--- src/rtl/divisor_ruta_datos.sv ---
// Restoring shift-subtract divider datapath driven by a one-hot control FSM state vector.
// Optional illegal-state checker enabled with `define DIV_ONEHOT_CHECK_EN.
module divisor_ruta_datos #(
  parameter int unsigned ANCHO  = 16,
  parameter int unsigned CONT_W = 5
) (
  input  logic              reloj,
  input  logic              reset,
  input  logic              go,
  input  logic [7:0]        Est,
  input  logic [ANCHO-1:0]  dividendo,
  input  logic [ANCHO-1:0]  divisor,
  output logic              divisorNoCero,
  output logic              Cont16NoCero,
  output logic [ANCHO-1:0]  cociente,
  output logic [ANCHO-1:0]  residuo,
  output logic              listo,
  output logic              error,
  output logic              fallo_estado
);

  localparam int unsigned SUB_W = ANCHO + 1;

  logic [ANCHO-1:0]  dvd_q, dvd_d, dvs_q, dvs_d;
  logic [ANCHO-1:0]  r_q, r_d, q_q, q_d, diff_q, diff_d;
  logic [ANCHO-1:0]  coc_q, coc_d, res_q, res_d;
  logic [CONT_W-1:0] cnt_q, cnt_d;
  logic              neg_q, neg_d, err_q, err_d;
  logic [SUB_W-1:0]  sub_c;
  logic              hold_c;

`ifdef DIV_ONEHOT_CHECK_EN
  logic first_q, fallo_q, bad_c;

  // Est==0 is tolerated only on the first cycle after reset release.
  assign bad_c = ($countones(Est) != 1) && !(first_q && (Est == 8'd0));

  always_ff @(posedge reloj or negedge reset) begin
    if (!reset) begin
      first_q <= 1'b1;
      fallo_q <= 1'b0;
    end else begin
      first_q <= 1'b0;
      fallo_q <= fallo_q | bad_c;
    end
  end

  assign hold_c       = fallo_q | bad_c;
  assign fallo_estado = fallo_q;
  assign listo        = Est[7] & ~fallo_q;
`else
  assign hold_c       = 1'b0;
  assign fallo_estado = 1'b0;
  assign listo        = Est[7];
`endif

  assign divisorNoCero = (dvs_q != '0);
  assign Cont16NoCero  = (cnt_q != '0);
  assign cociente      = coc_q;
  assign residuo       = res_q;
  assign error         = err_q;

  // Extra top bit of the difference is the borrow: set when R < divisor.
  assign sub_c = {1'b0, r_q} - {1'b0, dvs_q};

  // Register action of the currently active FSM state.
  always_comb begin
    dvd_d  = dvd_q;
    dvs_d  = dvs_q;
    r_d    = r_q;
    q_d    = q_q;
    diff_d = diff_q;
    neg_d  = neg_q;
    cnt_d  = cnt_q;
    coc_d  = coc_q;
    res_d  = res_q;
    err_d  = err_q;
    if (!hold_c) begin
      if (Est[0]) begin
        if (go) begin
          dvd_d = dividendo;
          dvs_d = divisor;
        end
      end else if (Est[1]) begin
        if (!divisorNoCero) begin
          coc_d = '1;
          res_d = dvd_q;
          err_d = 1'b1;
        end else begin
          err_d = 1'b0;
        end
      end else if (Est[2]) begin
        r_d   = '0;
        q_d   = dvd_q;
        cnt_d = CONT_W'(ANCHO);
      end else if (Est[3]) begin
        r_d = {r_q[ANCHO-2:0], q_q[ANCHO-1]};
        q_d = {q_q[ANCHO-2:0], 1'b0};
      end else if (Est[4]) begin
        {neg_d, diff_d} = sub_c;
        cnt_d           = cnt_q - CONT_W'(1);
      end else if (Est[5]) begin
        if (!neg_q) begin
          r_d    = diff_q;
          q_d[0] = 1'b1;
        end
      end else if (Est[6]) begin
        coc_d = q_q;
        res_d = r_q;
      end
    end
  end

  always_ff @(posedge reloj or negedge reset) begin
    if (!reset) begin
      dvd_q  <= '0;
      dvs_q  <= '0;
      r_q    <= '0;
      q_q    <= '0;
      diff_q <= '0;
      neg_q  <= 1'b0;
      cnt_q  <= '0;
      coc_q  <= '0;
      res_q  <= '0;
      err_q  <= 1'b0;
    end else begin
      dvd_q  <= dvd_d;
      dvs_q  <= dvs_d;
      r_q    <= r_d;
      q_q    <= q_d;
      diff_q <= diff_d;
      neg_q  <= neg_d;
      cnt_q  <= cnt_d;
      coc_q  <= coc_d;
      res_q  <= res_d;
      err_q  <= err_d;
    end
  end

endmodule

--- config.mk ---
export PLATFORM = sky130hd
export DESIGN_NAME = divisor_ruta_datos
export DESIGN_NICKNAME = d
export VERILOG_FILES = /design/src/rtl/divisor_ruta_datos.sv
export SDC_FILE = /design/constraint.sdc
export NUM_CORES = 1
export LEC_CHECK = 0
export BUFFER_PORTS_ARGS = -buffer_cell sky130_fd_sc_hd__buf_2
export CAP_MARGIN = 20
export CORE_MARGIN = 2
export CORE_UTILIZATION = 45
export CTS_CLUSTER_DIAMETER = 40
export DETAILED_ROUTE_END_ITERATION = 6
export GPL_ROUTABILITY_DRIVEN = 0
export PLACE_DENSITY = 0.68
export RECOVER_POWER = 100
export SYNTH_ARGS = -nofsm -noshare
export SYNTH_HDL_FRONTEND = slang
export SYNTH_SLANG_ARGS = --single-unit
--- constraint.sdc ---
create_clock -name reloj -period 3.7 [get_ports reloj]
set_clock_uncertainty 0.1 [all_clocks]
set_input_delay 0.555 -clock reloj [delete_from_list [all_inputs] [get_ports reloj]]
set_output_delay 0.555 -clock reloj [all_outputs]
set_load 0.05 [all_outputs]
; ---- Word-level counts from Yosys, hierarchy flattened
; Cells that the tools add are included.
; Widths: inputs -> output; s select.
[totals]
reg_bits = 119
latch_bits = 0
ram_bits = 0
mem_bits_ro = 0
wordCells = 67
memories = 0
[classes]
addsub = 2
n_mul = 0
div_mod_pow = 0
magnitude_cmp = 0
eq_ne = 8
shifts = 0
muxes = 29
bitwise_logic = 4
reduce_logical = 13
[op_table]
columns = op, n
row1 = $mux 16, 20
row2 = $sub 16x16->17, 1
row3 = $reduce_bool 16->1, 1
row4 = $mux 15, 1
row5 = $mux 5, 3
row6 = $ne 2x2->1 const B, 6
row7 = $reduce_and 5->1, 2
row8 = $reduce_and 7->1, 1
row9 = $ne 3x3->1 const B, 2
row10 = $reduce_bool 2->1, 3
row11 = $mux 1, 5
row12 = $reduce_bool 5->1, 1
row13 = $sub 5x1->5 const B, 1
row14 = $not 1->1, 4
row15 = $reduce_and 2->1, 2
row16 = $reduce_and 4->1, 1
row17 = $reduce_and 3->1, 1
row18 = $reduce_bool 3->1, 1

; ---- Longest topological paths before layout
[logic_depth]
depth_word = 6
depth_mapped = 9

; ---- Worst setup path before layout
; Ideal clock, no wire load.
[synth_path]
path_kind = register to register
startpoint = register dvs_q[0]
endpoint = register neg_q
setup_ns = 0.122
t_arrival_ns = 1.953
required_ns = 3.478
path_slack_ns = 1.526
stages_incl_launch_ff = 9
period_less_slack_ns = 2.174
path_cell_list = dfrtp_1 ha_1 fa_1 nor2b_1 o21bai_1 a21oi_4 o221ai_2 nand3b_1 a32o_1
[synth_via]
elab_chain_cells = 1
[synth_rtl]
columns = item, line
row1 = from (decl), 24  ; logic [ANCHO-1:0] dvd_q, dvd_d, dvs_q, dvs_d;
row2 = from (signal assigned), 128  ; dvs_q <= dvs_d;
row3 = $sub 16x16->17, 64  ; assign sub_c = {1'b0, r_q} - {1'b0, dvs_q};
row4 = to (signal assigned), 132  ; neg_q <= neg_d;
row5 = to (decl), 28  ; logic neg_q, neg_d, err_q, err_d;
; Every way passes these cells.
; A chain may end at the register's enable or synchronous reset.

; ---- Worst setup path in the final report
[layout_path]
startpoint = register dvs_q[12]
endpoint = register coc_q[14] (netlist: cociente[14])
[layout_via]
elab_chain_cells = 3
[layout_rtl]
columns = item, line
row1 = $reduce_bool 16->1, 57  ; assign divisorNoCero = (dvs_q != '0);
row2 = $ne 2x2->1 (no source line), n/a
row3 = $reduce_and 7->1 (no source line), n/a
row4 = to (signal assigned), 134  ; coc_q <= coc_d;
row5 = to (decl), 26  ; logic [ANCHO-1:0] coc_q, coc_d, res_q, res_d;
; Every way passes these cells.

==> impl_metrics.yaml <==
final_layout:
  syn2layout_area_growth_pct: 15.3
  fin_area_um2: 7190
  nFillCells: 1234
  fin_nets: 737
  seqCellArea_um2: 2980
  drive_gt1_share_pct: 19.0
  diodes: 0
  multi_input_area_um2: 2940
sta:
  slew_violations: 99
  hold_viol: 0
  layout_setup_ws_ns: 0.623
  period_share_pct: 83.2
  slew_headroom_pct: -25.9
  period_minus_slack_ns: 3.08
  rsz0062_at_grt: "false"
  setup_tns_ns: 0
  max_freq_mhz: 325
  tightest_slew_ns: 1.89
  whs_ns: 0.258
  setup_viol: 0
floorplanning:
  chipWidth_um: 122
  die_area_um2: 14800
  ios: 80
  core-area_um2: 13700
  initial_core_util_pct: 45.5
  fp-row-count: 43
  die_h_um: 122
power:
  totalPowerFinal_w: 0.00452
  leakage_nw: 3.36
  irDropWorstVdd_mv: 0.364
  powerDensity_nw_per_um2: 629
worst_setup_path:
  slowest_stage: "a21oi_1"
  critPathLaunchType: "register"
  cp.arrival_ns: 3.33
  critical_path_required_ns: 3.95
  path_cells: "nor4_1, and4_1, inv_4, a21oi_1, o22a_1"
  reg2reg_depth: 5
  crit_type: "reg -> reg"
  crit_fanout: 16
  cpPeakStageDelay_ns: 1.05
  cp-end-kind: "register"
worst_hold_path:
  hold_path.class: "in -> reg"
  hold_depth: 2
clocking:
  cts_sinks: 119
  htreeDepth: 4
  clk_pin_slew_ns: 0.05
  cts_hold_buf: 0
  clk_latency_ns: 0.42
  cts-root-buf: "clkbuf_16"
  cts_made_buffers: 17
  ctsResizeCount: 0
  postCtsSetupRepairBufs: 0
  cts_tree: "done"
  cts_buffer_depth: 2
placed_design:
  portBuffers: 76
  place_area_um2: 6720
  hpwl_um: 10100
  pre_cts_ws_ns: 0.834
flow_run:
  drv_cap: 2
route:
  post_drt_wl_per_cell_um: 16.5
  vias: 4862
  drc: 0
  drtIter0Drc: 278
  ant_nets: 0
  drt-pass1-iter-count: 4
  vias_per_cell: 5.60
  finalWirelength_um: 14300
logic_synthesis:
  synth_edf_count: 0
  synth_area_um2: 6240
  seq_area_frac_synth_pct: 47.7
  synth_cell_types: 54
  syn_nets: 673
  synth-async-reset-ratio_pct: 100
  synth-seq-cells: 119
  syn_inst: 612
  avgSynthCellArea_um2: 10.2
  ys_warn_count: 0
  ys.flop_type: "dfrtp_1"
global_routing:
  grt_usage_pct: 20.5
  grt_pass1_vias: 4688
  antenna_found_initial: 0
  grt_max_degree: 66
  grt_pass1_wl_um: 23400
  grt.overflow.total: 0
status:
  status: "finished with violations"
  violations: "capacitance limit, slew limit"
==> synth_stat cells (3+ instances only) <==
library cell | count | area [um^2]
dfrtp_1 | 119 | 2980
o21ai_1 | 4 | 20.0
buf_4 | 4 | 30.0
nor2_1 | 10 | 37.5
buf_2 | 15 | 75.1
buf_1 | 5 | 18.8
xnor2_1 | 7 | 61.3
o21ai_0 | 41 | 205
nand3_1 | 4 | 20.0
nor2b_1 | 4 | 25.0
ha_1 | 17 | 213
a21oi_1 | 29 | 145
nor3_1 | 3 | 15.0
o21a_1 | 4 | 30.0
nand2_1 | 114 | 428
o22a_1 | 17 | 149
mux2_2 | 48 | 541
o31ai_1 | 18 | 135
inv_1 | 22 | 82.6
o22ai_1 | 33 | 206
nor4_1 | 4 | 25.0
xor2_1 | 5 | 43.8
clkbuf_1 | 13 | 48.8
mux2i_1 | 32 | 320
==> registers in the layout, indices dropped and copies added, names as in the netlist <==
signal	flops
diff_q	16
q_q	16
residuo	16
neg_q	1
error	1
dvd_q	16
dvs_q	16
cociente	16
r_q	16
cnt_q	5
==> per-stage QoR <==
step | std cells | util, %
5_1_grt | 868 | 52.4
3_3_place_gp | 837 | 49.0
6_report | 868 | 52.4
2_1_floorplan | 612 | -
3_5_place_dp | 837 | 49.0
4_1_cts | 868 | 53.2
==> worst paths after layout <==
kind / start / endpoint / slack [ns]
worst max register to register: dvs_q[12]$_DFFE_PN0P_ / cociente[14]$_DFFE_PN0P_ / 0.62
worst max-delay path: dvs_q[12]$_DFFE_PN0P_ / cociente[14]$_DFFE_PN0P_ / 0.62
worst min-delay path: divisor[9] / dvs_q[9]$_DFFE_PN0P_ / 0.26
min in group asynchronous: reset / cociente[2]$_DFFE_PN0P_ / 0.43
worst min register to register: diff_q[6]$_DFFE_PN0P_ / diff_q[6]$_DFFE_PN0P_ / 0.38
max in group asynchronous: reset / diff_q[12]$_DFFE_PN0P_ / 0.99
==> cells by family after synthesis <==
logic type,after synthesis,share of synthesized area (%)
buf+inv,64,4.71
xor+xnor,12,1.69
compound gates,169,18.1
fa+ha+maj,18,3.73
flops,119,47.7
simple gates,149,10.2
other cells,1,0.0601
mux,80,13.8
==> power by group <==
group / switching, W / internal (W)
sequential: 0.000242 / 0.00156
combinational: 0.000675 / 0.000430
clock: 0.000584 / 0.00103
total: 0.00150 / 0.00302
==> layout by cell type (no fill, tap or decap), drive strengths merged, types with 4 or more instances in the layout <==
cell    instances
dfrtp         119
nand2         114
clkbuf         65
mux2           48
o21ai          48
buf            41
o22ai          33
mux2i          32
a21oi          31
inv            25
o31ai          18
o22a           17
ha             17
nor2           11
xnor2           7
xor2            5
clkinv          5
nor4            4
nand3           4
nor2b           4
o21a            4
==> critical path, delay by kind of cell (launching register included) <==
family | cells | cell delay [ns]
AOI/OAI and AO/OA | 2 | 1.34
and+or+nand+nor | 2 | 1.13
DFF | 1 | 0.39
buffers and inverters | 1 | 0.04
==> final cells by class <==
type                            count  area share (%)
Timing Repair Buffer               84            5.22
Sequential cell                   119            41.4
Multi-Input combinational cell    429            40.9
Tap cell                          180            3.13
Inverter                           25            1.37
Clock buffer                       22            6.59
Clock inverter                      9            1.39
==> routing by layer <==
metal | global-route usage, % | part of all wire [%] | vias up | wire length [um]
met5 | 0 | 0 | - | 0
met4 | 10.1 | 2.8 | 0 | 401
met3 | 4.63 | 4.6 | 30 | 659
met2 | 34.1 | 48 | 128 | 6930
met1 | 25.3 | 44 | 2387 | 6330
li1 | - | - | 2317 | -
Note: power is estimated with default switching activity, not from simulation.
